[src/rtl/rx_host_sched_if.sv]
// Requester, config and rx_host register-port signals of the host command scheduler.
// The scheduler sits on the slave modport; requesters, config master and host model use master.
interface rx_host_sched_if #(
  parameter int NREQ = 4
);
  logic [NREQ-1:0]    req;
  logic [NREQ*21-1:0] req_data;
  logic [NREQ-1:0]    gnt;
  logic [NREQ-1:0]    resp_valid;
  logic [15:0]        resp_data;
  logic               resp_err;
  logic               cfg_valid;
  logic [1:0]         cfg_addr;
  logic [31:0]        cfg_data;
  logic               cfg_ready;
  logic               host_wvalid;
  logic [1:0]         host_addr;
  logic [31:0]        host_wdata;
  logic               host_rvalid;
  logic [15:0]        host_rdata;
  logic               busy;

  modport master (
    output req, req_data, cfg_valid, cfg_addr, cfg_data, host_rvalid, host_rdata,
    input  gnt, resp_valid, resp_data, resp_err, cfg_ready, host_wvalid, host_addr,
           host_wdata, busy
  );

  modport slave (
    input  req, req_data, cfg_valid, cfg_addr, cfg_data, host_rvalid, host_rdata,
    output gnt, resp_valid, resp_data, resp_err, cfg_ready, host_wvalid, host_addr,
           host_wdata, busy
  );
endinterface

[src/rtl/rx_host_sched.sv]
// Round-robin command scheduler for the single per-frame command slot of the rx_host link,
// with outstanding-read tracking (data or frame timeout) and a config-write side port.
module rx_host_sched #(
  parameter int NREQ           = 4,
  parameter int ISSUE_CYCLE    = 8,
  parameter int TIMEOUT_FRAMES = 4
) (
  input  logic           clock,
  input  logic           reset_n,
  input  logic           frame_start,
  rx_host_sched_if.slave bus
);
  localparam int PW = (NREQ > 1) ? $clog2(NREQ) : 1;

  typedef enum logic {ST_IDLE, ST_WAIT_RD} state_t;

  state_t          r_state, w_state_nxt;
  logic [8:0]      r_fcnt;
  logic            r_synced;
  logic [PW-1:0]   r_ptr, w_ptr_nxt;
  logic [PW-1:0]   r_owner, w_owner_nxt;
  logic [PW-1:0]   w_win, w_idx;
  logic [3:0]      r_tmo, w_tmo_nxt;
  logic            w_found, w_slot, w_cfg_acc;
  logic [20:0]     w_cmd;
  logic [NREQ-1:0] r_gnt, w_gnt_nxt;
  logic [NREQ-1:0] r_resp_valid, w_resp_valid_nxt;
  logic [15:0]     r_resp_data, w_resp_data_nxt;
  logic            r_resp_err, w_resp_err_nxt;
  logic            r_wvalid, w_wvalid_nxt;
  logic [1:0]      r_addr, w_addr_nxt;
  logic [31:0]     r_wdata, w_wdata_nxt;
  logic            r_busy;

  // NOTE: sequential state uses non-blocking assignments so every register samples pre-edge values.
  always_ff @(posedge clock or negedge reset_n) begin
    if (!reset_n) begin
      r_fcnt   <= '0;
      r_synced <= 1'b0;
    end else if (frame_start) begin
      r_fcnt   <= '0;
      r_synced <= 1'b1;
    end else if (r_fcnt != 9'd511) begin
      r_fcnt <= r_fcnt + 9'd1;
    end
  end

  // First pending requester at or after the round-robin pointer, wrapping.
  always_comb begin
    w_found = 1'b0;
    w_win   = '0;
    w_idx   = '0;
    for (int k = 0; k < NREQ; k++) begin
      w_idx = PW'((int'(r_ptr) + k) % NREQ);
      if (!w_found && bus.req[w_idx]) begin
        w_found = 1'b1;
        w_win   = w_idx;
      end
    end
  end

  always_comb begin
    w_cmd = '0;
    for (int i = 0; i < NREQ; i++) begin
      if (w_win == PW'(i)) w_cmd = bus.req_data[21*i +: 21];
    end
  end

  assign w_slot        = r_synced && (r_fcnt == 9'(ISSUE_CYCLE)) && (r_state == ST_IDLE) && w_found;
  assign bus.cfg_ready = !w_slot;
  assign w_cfg_acc     = bus.cfg_valid && !w_slot;

  // NOTE: every always_comb output gets a default first, so no path can infer a latch.
  always_comb begin
    w_state_nxt      = r_state;
    w_ptr_nxt        = r_ptr;
    w_owner_nxt      = r_owner;
    w_tmo_nxt        = r_tmo;
    w_gnt_nxt        = '0;
    w_wvalid_nxt     = 1'b0;
    w_addr_nxt       = '0;
    w_wdata_nxt      = '0;
    w_resp_valid_nxt = '0;
    w_resp_data_nxt  = '0;
    w_resp_err_nxt   = 1'b0;

    if (w_slot) begin
      w_gnt_nxt[w_win] = 1'b1;
      w_wvalid_nxt     = 1'b1;
      w_addr_nxt       = 2'd0;
      w_wdata_nxt      = {11'b0, w_cmd};
      w_ptr_nxt        = (w_win == PW'(NREQ - 1)) ? '0 : w_win + 1'b1;
      if (w_cmd[20]) begin
        w_state_nxt = ST_WAIT_RD;
        w_owner_nxt = w_win;
        w_tmo_nxt   = '0;
      end
    end else if (w_cfg_acc && (bus.cfg_addr != 2'd0)) begin
      w_wvalid_nxt = 1'b1;
      w_addr_nxt   = bus.cfg_addr;
      w_wdata_nxt  = bus.cfg_data;
    end

    // Read data beats a timeout landing in the same cycle.
    if (r_state == ST_WAIT_RD) begin
      if (bus.host_rvalid) begin
        w_resp_valid_nxt[r_owner] = 1'b1;
        w_resp_data_nxt           = bus.host_rdata;
        w_state_nxt               = ST_IDLE;
      end else if (frame_start) begin
        if (r_tmo == 4'(TIMEOUT_FRAMES - 1)) begin
          w_resp_valid_nxt[r_owner] = 1'b1;
          w_resp_err_nxt            = 1'b1;
          w_state_nxt               = ST_IDLE;
        end else begin
          w_tmo_nxt = r_tmo + 4'd1;
        end
      end
    end
  end

  always_ff @(posedge clock or negedge reset_n) begin
    if (!reset_n) begin
      r_state      <= ST_IDLE;
      r_ptr        <= '0;
      r_owner      <= '0;
      r_tmo        <= '0;
      r_gnt        <= '0;
      r_wvalid     <= 1'b0;
      r_addr       <= '0;
      r_wdata      <= '0;
      r_resp_valid <= '0;
      r_resp_data  <= '0;
      r_resp_err   <= 1'b0;
      r_busy       <= 1'b0;
    end else begin
      r_state      <= w_state_nxt;
      r_ptr        <= w_ptr_nxt;
      r_owner      <= w_owner_nxt;
      r_tmo        <= w_tmo_nxt;
      r_gnt        <= w_gnt_nxt;
      r_wvalid     <= w_wvalid_nxt;
      r_addr       <= w_addr_nxt;
      r_wdata      <= w_wdata_nxt;
      r_resp_valid <= w_resp_valid_nxt;
      r_resp_data  <= w_resp_data_nxt;
      r_resp_err   <= w_resp_err_nxt;
      r_busy       <= (w_state_nxt == ST_WAIT_RD);
    end
  end

  assign bus.gnt         = r_gnt;
  assign bus.host_wvalid = r_wvalid;
  assign bus.host_addr   = r_addr;
  assign bus.host_wdata  = r_wdata;
  assign bus.resp_valid  = r_resp_valid;
  assign bus.resp_data   = r_resp_data;
  assign bus.resp_err    = r_resp_err;
  assign bus.busy        = r_busy;
endmodule

[src/flat_wrapper.sv]
// flat-port wrapper written by rule: the top's interface ports become plain ports
module rx_host_sched_flat 
#(
  parameter int NREQ           = 4,
  parameter int ISSUE_CYCLE    = 8,
  parameter int TIMEOUT_FRAMES = 4
)
  (clock, reset_n, frame_start, bus_req, bus_req_data, bus_cfg_valid, bus_cfg_addr, bus_cfg_data, bus_host_rvalid, bus_host_rdata, bus_gnt, bus_resp_valid, bus_resp_data, bus_resp_err, bus_cfg_ready, bus_host_wvalid, bus_host_addr, bus_host_wdata, bus_busy);
  rx_host_sched_if #(.NREQ(NREQ)) bus_i ();
  input  logic clock;
  input  logic reset_n;
  input  logic frame_start;
  input wire logic [$bits(bus_i.req)-1:0] bus_req;
  input wire logic [$bits(bus_i.req_data)-1:0] bus_req_data;
  input wire logic [$bits(bus_i.cfg_valid)-1:0] bus_cfg_valid;
  input wire logic [$bits(bus_i.cfg_addr)-1:0] bus_cfg_addr;
  input wire logic [$bits(bus_i.cfg_data)-1:0] bus_cfg_data;
  input wire logic [$bits(bus_i.host_rvalid)-1:0] bus_host_rvalid;
  input wire logic [$bits(bus_i.host_rdata)-1:0] bus_host_rdata;
  output wire logic [$bits(bus_i.gnt)-1:0] bus_gnt;
  output wire logic [$bits(bus_i.resp_valid)-1:0] bus_resp_valid;
  output wire logic [$bits(bus_i.resp_data)-1:0] bus_resp_data;
  output wire logic [$bits(bus_i.resp_err)-1:0] bus_resp_err;
  output wire logic [$bits(bus_i.cfg_ready)-1:0] bus_cfg_ready;
  output wire logic [$bits(bus_i.host_wvalid)-1:0] bus_host_wvalid;
  output wire logic [$bits(bus_i.host_addr)-1:0] bus_host_addr;
  output wire logic [$bits(bus_i.host_wdata)-1:0] bus_host_wdata;
  output wire logic [$bits(bus_i.busy)-1:0] bus_busy;
  assign bus_i.req = bus_req;
  assign bus_i.req_data = bus_req_data;
  assign bus_i.cfg_valid = bus_cfg_valid;
  assign bus_i.cfg_addr = bus_cfg_addr;
  assign bus_i.cfg_data = bus_cfg_data;
  assign bus_i.host_rvalid = bus_host_rvalid;
  assign bus_i.host_rdata = bus_host_rdata;
  assign bus_gnt = bus_i.gnt;
  assign bus_resp_valid = bus_i.resp_valid;
  assign bus_resp_data = bus_i.resp_data;
  assign bus_resp_err = bus_i.resp_err;
  assign bus_cfg_ready = bus_i.cfg_ready;
  assign bus_host_wvalid = bus_i.host_wvalid;
  assign bus_host_addr = bus_i.host_addr;
  assign bus_host_wdata = bus_i.host_wdata;
  assign bus_busy = bus_i.busy;
  rx_host_sched #(.NREQ(NREQ), .ISSUE_CYCLE(ISSUE_CYCLE), .TIMEOUT_FRAMES(TIMEOUT_FRAMES)) u_core (.clock(clock), .reset_n(reset_n), .frame_start(frame_start), .bus(bus_i));
endmodule
[config.mk]
export PLATFORM = sky130hd
export DESIGN_NAME = rx_host_sched_flat
export DESIGN_NICKNAME = d
export VERILOG_FILES = /design/src/rtl/rx_host_sched_if.sv /design/src/rtl/rx_host_sched.sv /design/src/flat_wrapper.sv
export SDC_FILE = /design/constraint.sdc
export NUM_CORES = 1
export LEC_CHECK = 0
export CAP_MARGIN = 20
export CORE_MARGIN = 3
export CORE_UTILIZATION = 35
export CTS_CLUSTER_SIZE = 30
export DETAILED_ROUTE_END_ITERATION = 12
export HOLD_SLACK_MARGIN = 0.08
export PLACE_DENSITY = 0.77
export SYNTH_ARGS = -nofsm -noshare
export SYNTH_HDL_FRONTEND = slang
export SYNTH_SLANG_ARGS = --single-unit
[constraint.sdc]
create_clock -name clock -period 4.5 [get_ports clock]
set_clock_uncertainty 0.1 [all_clocks]
set_input_delay 0.45 -clock clock [delete_from_list [all_inputs] [get_ports clock]]
set_output_delay 0.45 -clock clock [all_outputs]
set_load 0.02 [all_outputs]
==> metrics.txt, run 1 <==
# TYPE chip_impl_metric gauge
chip_impl_metric{name="final.setup.tns",unit="ps"} 0
chip_impl_metric{name="first_pass_grt_wire_length",unit="mm"} 17.73
chip_impl_metric{name="tritoncts_buffer_count",unit=""} 9
chip_impl_metric{name="synth_seq_area_share",unit="%"} 53.23
chip_impl_metric{name="track_usage",unit="%"} 19.47
chip_impl_metric{name="final_net_count",unit=""} 682
chip_impl_metric{name="met3_usage",unit="%"} 4.796
chip_impl_metric{name="sequentialPowerShare",unit="%"} 39.9
chip_impl_metric{name="netSwitchingFraction",unit="%"} 26.30
chip_impl_metric{name="route.vias.total",unit=""} 3416
chip_impl_metric{name="drive_above_1_share",unit="%"} 5.597
chip_impl_info{name="setup.worst_path.class",value="in2reg"} 1
chip_impl_metric{name="worst-path-max-fanout",unit=""} 23
chip_impl_info{name="cts-root-buf",value="sky130_fd_sc_hd__clkbuf_8"} 1
chip_impl_metric{name="cts.sink_count",unit=""} 79
chip_impl_info{name="status",value="complete, no violations"} 1
chip_impl_metric{name="htree_levels",unit=""} 3
chip_impl_metric{name="antenna_violations_before_repair",unit=""} 0
chip_impl_metric{name="synth_warnings",unit=""} 0
chip_impl_metric{name="setup_viol",unit=""} 0
chip_impl_metric{name="start_util",unit="%"} 36.97
chip_impl_info{name="layout_common_cells",value="sky130_fd_sc_hd__clkdlybuf4s50_1, sky130_fd_sc_hd__dfrtp_1"} 1
chip_impl_info{name="setup.worst_path.end_class",value="flop"} 1
chip_impl_metric{name="insertedDiodeCount",unit=""} 0
chip_impl_metric{name="grt.overflow.total",unit=""} 0
chip_impl_metric{name="cts_hold_buffers",unit=""} 0
chip_impl_metric{name="postSynth.asyncResetShare",unit="%"} 100.0
chip_impl_metric{name="slowest_delay",unit="ps"} 850
chip_impl_metric{name="synth_seq_cells",unit=""} 79
chip_impl_metric{name="clockBufferDepth",unit=""} 2
chip_impl_metric{name="min_period_over_period",unit="%"} 84.27
chip_impl_metric{name="comb_power_share",unit="%"} 25.3
chip_impl_metric{name="coreArea",unit="mm²"} 0.01004
chip_impl_metric{name="design.die.area",unit="mm²"} 0.01188
chip_impl_metric{name="syn-cell-area",unit="mm²"} 0.003714
chip_impl_info{name="tritoncts_clock_tree",value="built"} 1
chip_impl_metric{name="syn_nets",unit=""} 486
chip_impl_metric{name="drt_iter0_markers",unit=""} 108
chip_impl_metric{name="std_cell_rows",unit=""} 36
chip_impl_metric{name="p_per_area",unit="mW/mm²"} 305.7
chip_impl_metric{name="max_slew_margin",unit="%"} 34.99
chip_impl_metric{name="worst-slew-pin-transition",unit="ps"} 975.1
chip_impl_metric{name="detail_route.wirelength",unit="mm"} 11.68
chip_impl_metric{name="die_height",unit="µm"} 109.0
chip_impl_metric{name="achievable-frequency",unit="GHz"} 0.2637
chip_impl_metric{name="grt_start_max_net_pins",unit=""} 80
chip_impl_metric{name="path_clk_slew",unit="ps"} 80
chip_impl_info{name="grt.busiest_layer",value="met2"} 1
chip_impl_metric{name="grt_util_met2",unit="%"} 33.29
chip_impl_info{name="worst_hold_check_path_type",value="in2async"} 1
chip_impl_metric{name="tritonroute_pass_1_iters",unit=""} 4
chip_impl_metric{name="detail-route-antenna-nets",unit=""} 0
chip_impl_info{name="critPathLaunchType",value="input pin"} 1
chip_impl_metric{name="flow.area_growth_from_synthesis",unit="%"} 65.23
chip_impl_metric{name="first_global_vias",unit=""} 3442
chip_impl_metric{name="clock_period_minus_worst_slack",unit="ps"} 3792
chip_impl_metric{name="p_total",unit="mW"} 1.876
chip_impl_metric{name="detailed_route_drc_error_count",unit=""} 0
chip_impl_info{name="synth_flop_cell",value="sky130_fd_sc_hd__dfrtp_1"} 1
chip_impl_metric{name="report.final.hold_viol_count",unit=""} 0
chip_impl_metric{name="drt-wirelength-per-cell",unit="µm"} 17.46
chip_impl_metric{name="syn_area_per_cell",unit="µm²"} 11.09
chip_impl_metric{name="setup_ws",unit="ps"} 707.7
chip_impl_metric{name="gp_congestion",unit=""} 0.7803
chip_impl_metric{name="ioPinCount",unit=""} 205
chip_impl_metric{name="cell_internal_pwr",unit="mW"} 1.383
chip_impl_metric{name="power.static_leakage",unit="nW"} 2.620
chip_impl_metric{name="globalRouteMet1Util",unit="%"} 23.15
chip_impl_metric{name="dp_slack",unit="ps"} 371.0
chip_impl_metric{name="syn_inst",unit=""} 335
chip_impl_info{name="crit_path_top_delay_cell",value="sky130_fd_sc_hd__ha_1"} 1
chip_impl_metric{name="worst_ep_required_time",unit="ps"} 4630
chip_impl_info{name="layout_commonest_cell",value="sky130_fd_sc_hd__clkdlybuf4s50_1"} 1
chip_impl_metric{name="synth.lib_cells_used.distinct",unit=""} 44
chip_impl_metric{name="port_buffers",unit=""} 204
chip_impl_metric{name="post-route-util",unit="%"} 61.09
chip_impl_metric{name="final_max_tran_viols",unit=""} 0
chip_impl_metric{name="p_sw",unit="µW"} 493.4
chip_impl_metric{name="cap_viol_max_count",unit=""} 0
chip_impl_metric{name="viasPerCell",unit=""} 5.106
chip_impl_info{name="worstPathCellList",value="clkdlybuf4s50_1, or4_1, o21ai_0, nor3_1, ha_1, a211o_1, a31oi_1, a2111oi_4, mux2_2"} 1
chip_impl_metric{name="worst_ir_drop_vdd",unit="mV"} 0.1884
chip_impl_metric{name="postCtsSetupBuffers",unit=""} 0
chip_impl_metric{name="power.clock.fraction",unit="%"} 34.8
chip_impl_metric{name="synth-edff-count",unit=""} 0
chip_impl_metric{name="detailed_place_hpwl",unit="mm"} 8.727
chip_impl_metric{name="critPathArrivalTime",unit="ps"} 3930
chip_impl_metric{name="die-width",unit="µm"} 109.0
chip_impl_metric{name="post_cts_resized",unit=""} 0
chip_impl_metric{name="clk-insertion-delay-late",unit="ps"} 340
chip_impl_info{name="rsz0062_at_grt",value="false"} 1
==> final timing paths <==
kind	startpoint	to	slack, ps	depth (start not counted)
min in group clock	u_core.r_synced	u_core.r_synced	390	1
worst min register to register	u_core.r_synced	u_core.r_synced	390	1
worst max register to register	u_core.r_ptr[1]	u_core.r_owner[1]	890	8
max in group asynchronous	reset_n	u_core.bus.resp_valid[0]	3500	1
worst min-delay path	reset_n	u_core.bus.host_wdata[31]	140	1
worst max-delay path	bus_req[3]	u_core.r_owner[1]	710	9
==> sequential cells by signal, summed over array words and instances, names as in the netlist <==
register                count
u_core.bus.gnt              4
u_core.bus.host_addr        2
u_core.bus.host_wdata      32
u_core.bus.host_wvalid      1
u_core.bus.resp_data       16
u_core.bus.resp_err         1
u_core.bus.resp_valid       4
u_core.r_fcnt               9
u_core.r_owner              2
u_core.r_ptr                2
u_core.r_state              1
u_core.r_synced             1
u_core.r_tmo                4
==> worst max-delay path, delay by kind of cell <==
| kind | cells | cell delay [ps] |
|---|---|---|
| compound gates | 4 | 990 |
| fa+ha+maj | 1 | 850 |
| simple gates | 2 | 700 |
| buf+inv | 1 | 540 |
| mux | 1 | 390 |
==> kinds of logic (layout without fill, tap and decap cells) <==
family                     count (synthesis)  count (layout)  synth area share, %
buffers and inverters                     38             239                3.975
and+or+nand+nor                           97              97                14.86
DFF                                       79              79                53.23
AOI/OAI and AO/OA                        101             101                22.10
muxes                                      6               6                1.718
adders and majority gates                  8               8                2.696
xor gates and xnor gates                   6               6                1.415
==> layer usage <==
layer	share of wire, %	routed length [µm]
met5	0	0
met3	9.2	1076
met4	2.3	269
met1	39	4587
met2	49	5747
==> cells in the mapped netlist (4+ instances only) <==
cell	count	area share (%)
sky130_fd_sc_hd__and3_1	18	3.0
sky130_fd_sc_hd__o21ai_0	8	1.1
sky130_fd_sc_hd__ha_1	8	2.7
sky130_fd_sc_hd__o21a_1	20	4.0
sky130_fd_sc_hd__a21oi_1	5	0.67
sky130_fd_sc_hd__nor2b_1	4	0.67
sky130_fd_sc_hd__o2bb2ai_1	20	4.7
sky130_fd_sc_hd__nor3_1	8	1.1
sky130_fd_sc_hd__nand2_1	11	1.1
sky130_fd_sc_hd__and2_1	12	2.0
sky130_fd_sc_hd__nor2_1	17	1.7
sky130_fd_sc_hd__a22oi_1	20	4.0
sky130_fd_sc_hd__clkbuf_1	19	1.9
sky130_fd_sc_hd__a221o_1	20	5.4
sky130_fd_sc_hd__xnor2_1	4	0.94
sky130_fd_sc_hd__inv_1	14	1.4
sky130_fd_sc_hd__dfrtp_1	79	53
==> stage by stage <==
step           instances  cell area (µm²)  hold WS (ps)
2_1_floorplan        335             3714         54.41
3_3_place_gp         652             5854         369.7
3_5_place_dp         652             5854         367.9
4_1_cts              668             6108         188.7
5_1_grt              669             6136         226.1
6_report             669             6136         138.1
==> layout make-up <==
class	instances	area (µm²)
clock inverters	6	116.4
repair buffers	209	2097
clock buffers	10	137.6
multi-input cells	218	1589
inverters	14	52.55
fillers	825	3909
flip-flops and latches	79	1977
well taps	133	166.4
==> power groups by stage <==
stage	Clock (mW)	Sequential [mW]	Combinational (mW)
2_1_floorplan	0	0.782	0.216
3_3_place_gp	0	0.761	0.458
3_5_place_dp	0	0.762	0.471
4_1_cts	0.669	0.748	0.473
5_1_grt	0.701	0.752	0.513
6_report	0.653	0.748	0.474
Note: power is estimated with default switching activity, not from simulation.
==> run 2, diff against run 1 <==
- PLACE_DENSITY: 0.77 -> 0.8
- clock period: 4.5 -> 3.3 ns (I/O delays scaled with it)
==> run 2 against run 1 <==
Global-route usage rose by 1.2 points. Sequential share of layout area grew 0.16 points. Combinational power grew 37%. Sequential power rose by 36%. Critical path type unchanged. Largest power group unchanged.
==> metrics.txt, run 2 (synthesis results as in run 1) <==
# TYPE chip_impl_metric gauge
chip_impl_metric{name="met3_usage",unit="%"} 5.388
chip_impl_metric{name="drt-wirelength-per-cell",unit="µm"} 17.73
chip_impl_metric{name="die-width",unit="µm"} 109.0
chip_impl_metric{name="globalRouteMet1Util",unit="%"} 25.05
chip_impl_metric{name="achievable-frequency",unit="GHz"} 0.3349
chip_impl_metric{name="cts.sink_count",unit=""} 79
chip_impl_metric{name="grt_start_max_net_pins",unit=""} 80
chip_impl_metric{name="htree_levels",unit=""} 3
chip_impl_metric{name="setup_viol",unit=""} 0
chip_impl_metric{name="tritoncts_buffer_count",unit=""} 9
chip_impl_metric{name="final.fill_count",unit=""} 850
chip_impl_metric{name="tritonroute_pass_1_iters",unit=""} 4
chip_impl_metric{name="max_slew_margin",unit="%"} 36.00
chip_impl_metric{name="stages_on_the_worst_setup_path",unit=""} 11
chip_impl_metric{name="power.static_leakage",unit="nW"} 2.614
chip_impl_metric{name="report.final.hold_viol_count",unit=""} 0
chip_impl_metric{name="detailed_route_drc_error_count",unit=""} 0
chip_impl_metric{name="viasPerCell",unit=""} 5.220
chip_impl_metric{name="path_clk_slew",unit="ps"} 80
chip_impl_metric{name="insertedDiodeCount",unit=""} 0
chip_impl_info{name="setup.worst_path.class",value="in2reg"} 1
chip_impl_metric{name="worst-path-max-fanout",unit=""} 21
chip_impl_info{name="grt.busiest_layer",value="met2"} 1
chip_impl_info{name="layout_common_cells",value="sky130_fd_sc_hd__clkdlybuf4s50_1, sky130_fd_sc_hd__dfrtp_1"} 1
chip_impl_metric{name="gp_congestion",unit=""} 0.7909
chip_impl_info{name="worstPathCellList",value="clkdlybuf4s50_1, or4_1, o21ai_0, nor3_1, inv_1, ha_1, buf_4, inv_1, nor3_1, a2111oi_4, mux2_2"} 1
chip_impl_metric{name="grt.overflow.total",unit=""} 0
chip_impl_metric{name="min_period_over_period",unit="%"} 90.48
chip_impl_metric{name="slowest_delay",unit="ps"} 550
chip_impl_metric{name="antenna_violations_before_repair",unit=""} 0
chip_impl_metric{name="detail_route.wirelength",unit="mm"} 11.98
chip_impl_metric{name="final_max_tran_viols",unit=""} 0
chip_impl_info{name="layout_commonest_cell",value="sky130_fd_sc_hd__clkdlybuf4s50_1"} 1
chip_impl_metric{name="setup_ws",unit="ps"} 314.0
chip_impl_info{name="setup.worst_path.end_class",value="flop"} 1
chip_impl_metric{name="design.die.area",unit="mm²"} 0.01188
chip_impl_metric{name="first_pass_grt_wire_length",unit="mm"} 18.62
chip_impl_info{name="cts-root-buf",value="sky130_fd_sc_hd__clkbuf_8"} 1
chip_impl_info{name="worst_hold_check_path_type",value="reg2reg"} 1
chip_impl_metric{name="final_net_count",unit=""} 689
chip_impl_metric{name="min_path_cells",unit=""} 1
chip_impl_metric{name="flow.area_growth_from_synthesis",unit="%"} 64.42
chip_impl_metric{name="logic_depth_of_the_worst_register_to_register_path",unit=""} 10
chip_impl_metric{name="coreArea",unit="mm²"} 0.01004
chip_impl_metric{name="worst_ep_required_time",unit="ps"} 3440
chip_impl_metric{name="detail-route-antenna-nets",unit=""} 0
chip_impl_info{name="tritoncts_clock_tree",value="built"} 1
chip_impl_metric{name="start_util",unit="%"} 36.97
chip_impl_metric{name="postCtsSetupBuffers",unit=""} 0
chip_impl_metric{name="port_buffers",unit=""} 204
chip_impl_metric{name="largest_register_ff_count",unit=""} 32
chip_impl_metric{name="first_global_vias",unit=""} 3598
chip_impl_info{name="critPathLaunchType",value="input pin"} 1
chip_impl_metric{name="clock_period_minus_worst_slack",unit="ps"} 2986
chip_impl_info{name="status",value="complete, no violations"} 1
chip_impl_info{name="crit_path_top_delay_cell",value="sky130_fd_sc_hd__clkdlybuf4s50_1"} 1
chip_impl_metric{name="dp_slack",unit="ps"} -18.69
chip_impl_metric{name="critPathArrivalTime",unit="ps"} 3130
chip_impl_metric{name="drt_iter0_markers",unit=""} 222
chip_impl_metric{name="ioPinCount",unit=""} 205
chip_impl_metric{name="track_usage",unit="%"} 20.68
chip_impl_metric{name="die_height",unit="µm"} 109.0
chip_impl_metric{name="clk-insertion-delay-late",unit="ps"} 350
chip_impl_metric{name="std_cell_rows",unit=""} 36
chip_impl_metric{name="worst-slew-pin-transition",unit="ps"} 960.0
chip_impl_metric{name="clockBufferDepth",unit=""} 2
chip_impl_metric{name="post_cts_resized",unit=""} 0
chip_impl_metric{name="drive_above_1_share",unit="%"} 6.446
chip_impl_metric{name="final.hold.worst_slack",unit="ps"} 405.9
chip_impl_metric{name="grt_util_met2",unit="%"} 35.09
chip_impl_metric{name="route.vias.total",unit=""} 3529
chip_impl_info{name="rsz0062_at_grt",value="false"} 1
chip_impl_metric{name="worst_ir_drop_vdd",unit="mV"} 0.1786
chip_impl_metric{name="cts_hold_buffers",unit=""} 1
chip_impl_metric{name="crit_buf_inv",unit=""} 4
chip_impl_info{name="critical-path-top-delay-family",value="buffers and inverters"} 1
chip_impl_metric{name="detailed_place_hpwl",unit="mm"} 8.960
chip_impl_metric{name="cap_viol_max_count",unit=""} 0
chip_impl_metric{name="p_per_area",unit="mW/mm²"} 386.9
==> run 2: worst reg2reg max path, delay by kind of cell, from the launching register on <==
kind            cells  cell delay (ps)
simple gates        3              640
buf+inv             3              440
compound gates      1              400
flops               1              450
fa+ha+maj           1              240
mux                 2              600
==> run 2: power by group <==
part | internal (mW) | switching, mW | leakage [nW] | total, mW
logic | 0.359 | 0.290 | 1.45 | 0.649
registers | 1.00 | 0.0204 | 1.07 | 1.02
clock network | 0.347 | 0.346 | 0.0960 | 0.692
total | 1.71 | 0.656 | 2.61 | 2.36
==> run 2: area by class of cell <==
class / count / area (µm²) / area share [%]
timing repair buffer: 216 / 2132 / 34.92
sequential: 79 / 1977 / 32.38
multi-input combinational: 218 / 1589 / 26.02
tap: 133 / 166.4 / 2.725
clock buffer: 10 / 127.6 / 2.090
clock inverter: 6 / 61.31 / 1.004
inverter: 14 / 52.55 / 0.8607
==> run 2: final timing paths <==
check	start	to	slack (ps)
setup reg to reg	u_core.r_ptr[1]	u_core.r_owner[0]	320
hold / removal	u_core.r_synced	u_core.r_synced	410
min in group asynchronous	reset_n	u_core.bus.host_wdata[11]	580
hold reg to reg	u_core.r_synced	u_core.r_synced	410
max in group asynchronous	reset_n	u_core.r_fcnt[5]	1900
setup / recovery	bus_req[2]	u_core.r_owner[0]	310
==> run 2: per-stage QoR <==
step / cell area (µm²) / instances / power, mW / util (%) / TNS (ps)
6_report: 6106 / 676 / 2.362 / 60.79 / 0
5_1_grt: 6106 / 676 / 2.490 / 60.79 / 0
4_1_cts: 6106 / 676 / 2.380 / 60.79 / 0
3_5_place_dp: 5907 / 659 / 1.684 / 58.81 / -34.41
3_3_place_gp: 5907 / 659 / 1.670 / 58.81 / 0
2_1_floorplan: 3714 / 335 / 1.362 / - / 0
==> run 2: layer usage <==
metal | vias up | routed length [µm]
met5 | - | 0
met4 | 0 | 303
met3 | 24 | 1143
met2 | 195 | 5864
met1 | 1677 | 4673
li1 | 1633 | -
==> run 3, diff against run 2 <==
- GPL_TIMING_DRIVEN: not set -> 0
- PLACE_DENSITY: 0.8 -> 0.77
- clock period: 3.3 -> 3.5 ns (I/O delays scaled with it)
==> run 3 against run 2 <==
Critical path depth fell by 6. Largest power group unchanged. Clock power rose by 5.3%. Worst setup slack got worse by 87 ps. Count of clock-buffer cells in the layout did not move. Routed wire length fell by 0.19%. Die area did not move.
==> metrics.txt, run 3 (synthesis results as in run 1) <==
# TYPE chip_impl_metric gauge
chip_impl_metric{name="max_slew_margin",unit="%"} 55.50
chip_impl_metric{name="worst-slew-pin-transition",unit="ps"} 662.4
chip_impl_metric{name="drt-wirelength-per-cell",unit="µm"} 17.36
chip_impl_metric{name="insertedDiodeCount",unit=""} 0
chip_impl_info{name="cts-root-buf",value="sky130_fd_sc_hd__clkbuf_8"} 1
chip_impl_metric{name="placed_cells_incl_taps",unit=""} 673
chip_impl_metric{name="coreArea",unit="mm²"} 0.01004
chip_impl_metric{name="achievable-frequency",unit="GHz"} 0.3055
chip_impl_metric{name="largest_register_ff_count",unit=""} 32
chip_impl_metric{name="worst_ep_required_time",unit="ps"} 3050
chip_impl_metric{name="cap_viol_max_count",unit=""} 0
chip_impl_metric{name="grt_start_max_net_pins",unit=""} 56
chip_impl_metric{name="reg2reg_slack",unit="ps"} 320
chip_impl_metric{name="final.setup.tns",unit="ps"} 0
chip_impl_metric{name="final_max_tran_viols",unit=""} 0
chip_impl_metric{name="detailed_place_hpwl",unit="mm"} 9.327
chip_impl_metric{name="final_net_count",unit=""} 703
chip_impl_info{name="rsz0062_at_grt",value="false"} 1
chip_impl_metric{name="p_per_area",unit="mW/mm²"} 374.1
chip_impl_metric{name="worst-path-max-fanout",unit=""} 10
chip_impl_metric{name="first_pass_grt_wire_length",unit="mm"} 18.61
chip_impl_metric{name="layout_cells_excl_fill",unit=""} 689
chip_impl_metric{name="report.final.hold_viol_count",unit=""} 0
chip_impl_metric{name="detailed_route_drc_error_count",unit=""} 0
chip_impl_info{name="worstPathCellList",value="clkdlybuf4s50_1, or4_1, nand4_1, clkbuf_1, clkdlybuf4s50_1"} 1
chip_impl_metric{name="cts.sink_count",unit=""} 79
chip_impl_metric{name="power.static_leakage",unit="nW"} 2.615
chip_impl_metric{name="worst_ir_drop_vdd",unit="mV"} 0.1999
chip_impl_metric{name="std_cell_rows",unit=""} 36
chip_impl_info{name="setup.worst_path.end_class",value="output pin"} 1
chip_impl_metric{name="clockBufferDepth",unit=""} 2
chip_impl_info{name="worst_hold_check_path_type",value="in2async"} 1
chip_impl_metric{name="gp_congestion",unit=""} 0.8271
chip_impl_metric{name="min_period_over_period",unit="%"} 93.51
chip_impl_metric{name="tritoncts_buffer_count",unit=""} 9
chip_impl_metric{name="final.fill_count",unit=""} 820
chip_impl_info{name="crit_path_top_delay_cell",value="sky130_fd_sc_hd__clkdlybuf4s50_1"} 1
chip_impl_metric{name="design.die.area",unit="mm²"} 0.01188
chip_impl_metric{name="detail_route.wirelength",unit="mm"} 11.96
chip_impl_metric{name="die_height",unit="µm"} 109.0
chip_impl_metric{name="htree_levels",unit=""} 3
chip_impl_info{name="worstReg2RegEnd",value="u_core.r_owner[1]"} 1
chip_impl_metric{name="ioPinCount",unit=""} 205
chip_impl_info{name="critPathLaunchType",value="input pin"} 1
chip_impl_metric{name="start_util",unit="%"} 36.97
chip_impl_metric{name="drive_above_1_share",unit="%"} 5.036
chip_impl_metric{name="clk-insertion-delay-late",unit="ps"} 350
chip_impl_metric{name="post-route-util",unit="%"} 61.41
chip_impl_info{name="tritoncts_clock_tree",value="built"} 1
chip_impl_metric{name="drt_iter0_markers",unit=""} 184
chip_impl_info{name="layout_common_cells",value="sky130_fd_sc_hd__clkdlybuf4s50_1, sky130_fd_sc_hd__dfrtp_1"} 1
chip_impl_metric{name="clock_period_minus_worst_slack",unit="ps"} 3273
chip_impl_metric{name="tritonroute_pass_1_iters",unit=""} 4
chip_impl_metric{name="detail-route-antenna-nets",unit=""} 0
chip_impl_metric{name="route.vias.total",unit=""} 3554
chip_impl_metric{name="logic_depth_of_the_worst_register_to_register_path",unit=""} 8
chip_impl_metric{name="antenna_violations_before_repair",unit=""} 0
chip_impl_metric{name="slowest_delay",unit="ps"} 740
chip_impl_metric{name="critPathArrivalTime",unit="ps"} 2820
chip_impl_info{name="layout_commonest_cell",value="sky130_fd_sc_hd__clkdlybuf4s50_1"} 1
chip_impl_metric{name="first_global_vias",unit=""} 3616
chip_impl_metric{name="viasPerCell",unit=""} 5.158
chip_impl_metric{name="track_usage",unit="%"} 20.71
chip_impl_metric{name="port_buffers",unit=""} 204
chip_impl_metric{name="postCtsSetupBuffers",unit=""} 0
chip_impl_info{name="critical_path.reg2reg.startpoint",value="u_core.r_ptr[1]"} 1
chip_impl_info{name="cell_seen_most_often_among_critical_path_stages",value="sky130_fd_sc_hd__clkdlybuf4s50_1"} 1
chip_impl_metric{name="setup_viol",unit=""} 0
chip_impl_info{name="setup.worst_path.class",value="in2out"} 1
chip_impl_metric{name="p_total",unit="mW"} 2.308
chip_impl_info{name="status",value="complete, no violations"} 1
chip_impl_metric{name="die-width",unit="µm"} 109.0
chip_impl_metric{name="path_clk_slew",unit="ps"} 80
chip_impl_metric{name="flow.area_growth_from_synthesis",unit="%"} 66.11
chip_impl_metric{name="grt.overflow.total",unit=""} 0
==> run 3: cell count changes in the layout (fill, tap and decap cells not counted), sizes merged <==
| cell | previous run | this run |
|---|---|---|
| buf | 12 | 6 |
| bufinv | 1 | 2 |
| clkbuf | 10 | 30 |
| clkinv | 4 | 1 |
| clkinvlp | 1 | 2 |
==> run 3: worst max-delay path, delay by kind of cell <==
kind | cells | cell delay (ps)
buffers and inverters | 3 | 1650
AND/OR/NAND/NOR | 2 | 810
==> run 3: layer usage <==
metal  vias to the layer above  GRT usage [%]  wire length (µm)
li1                       1668              -                 -
met1                      1705          24.35              4712
met2                       152          35.39              5899
met3                        29          5.269               939
met4                         0          9.558               409
met5                         -              0                 0
==> run 3: area by class of cell <==
cell class | count | area [µm²] | share of cell area [%]
plain buffers | 24 | 95.09 | 1.542
clock buffers | 10 | 127.6 | 2.069
clock inverters | 5 | 83.83 | 1.359
inverters | 14 | 52.55 | 0.8519
multi-input cells | 218 | 1589 | 25.76
flip-flops and latches | 79 | 1977 | 32.05
well taps | 133 | 166.4 | 2.698
repair buffers | 206 | 2077 | 33.67
==> run 3: how the worst max path moves through the flow <==
stage,start,to,slack (ps),cells after the start
2_1_floorplan,bus_req[1],u_core.r_owner[0],930,8
3_3_place_gp,reset_n,u_core.r_fcnt[1],-700,1
3_5_place_dp,bus_req[2],u_core.r_owner[0],-110,9
4_1_cts,bus_req[1],bus_cfg_ready,240,5
5_1_grt,bus_req[2],u_core.r_owner[1],60,9
6_report,bus_req[1],bus_cfg_ready,230,5
==> run 3: timing repair <==
| action | CTS | global route |
|---|---|---|
| endpoints found under the hold margin | 24 | 0 |
| resized for setup | 0 | 0 |
| hold buffers | 1 | 0 |
==> run 3: stage by stage <==
step / setup slack, ps / cell area [µm²] / hold WS (ps)
final: 227.2 / 6168 / 356.7
after global routing: 60.42 / 6168 / 384.7
after CTS: 240.4 / 6168 / 356.5
after detailed placement: -107.8 / 5947 / 192.9
after global placement: -701.5 / 5922 / 368.3
after floorplan: 926.7 / 3714 / -45.59
==> run 3: report_power, final <==
group	internal, mW	leakage [nW]	switching, mW
logic	0.338	1.45	0.281
registers	0.943	1.07	0.0170
clock network	0.399	0.0986	0.330
total	1.68	2.61	0.628
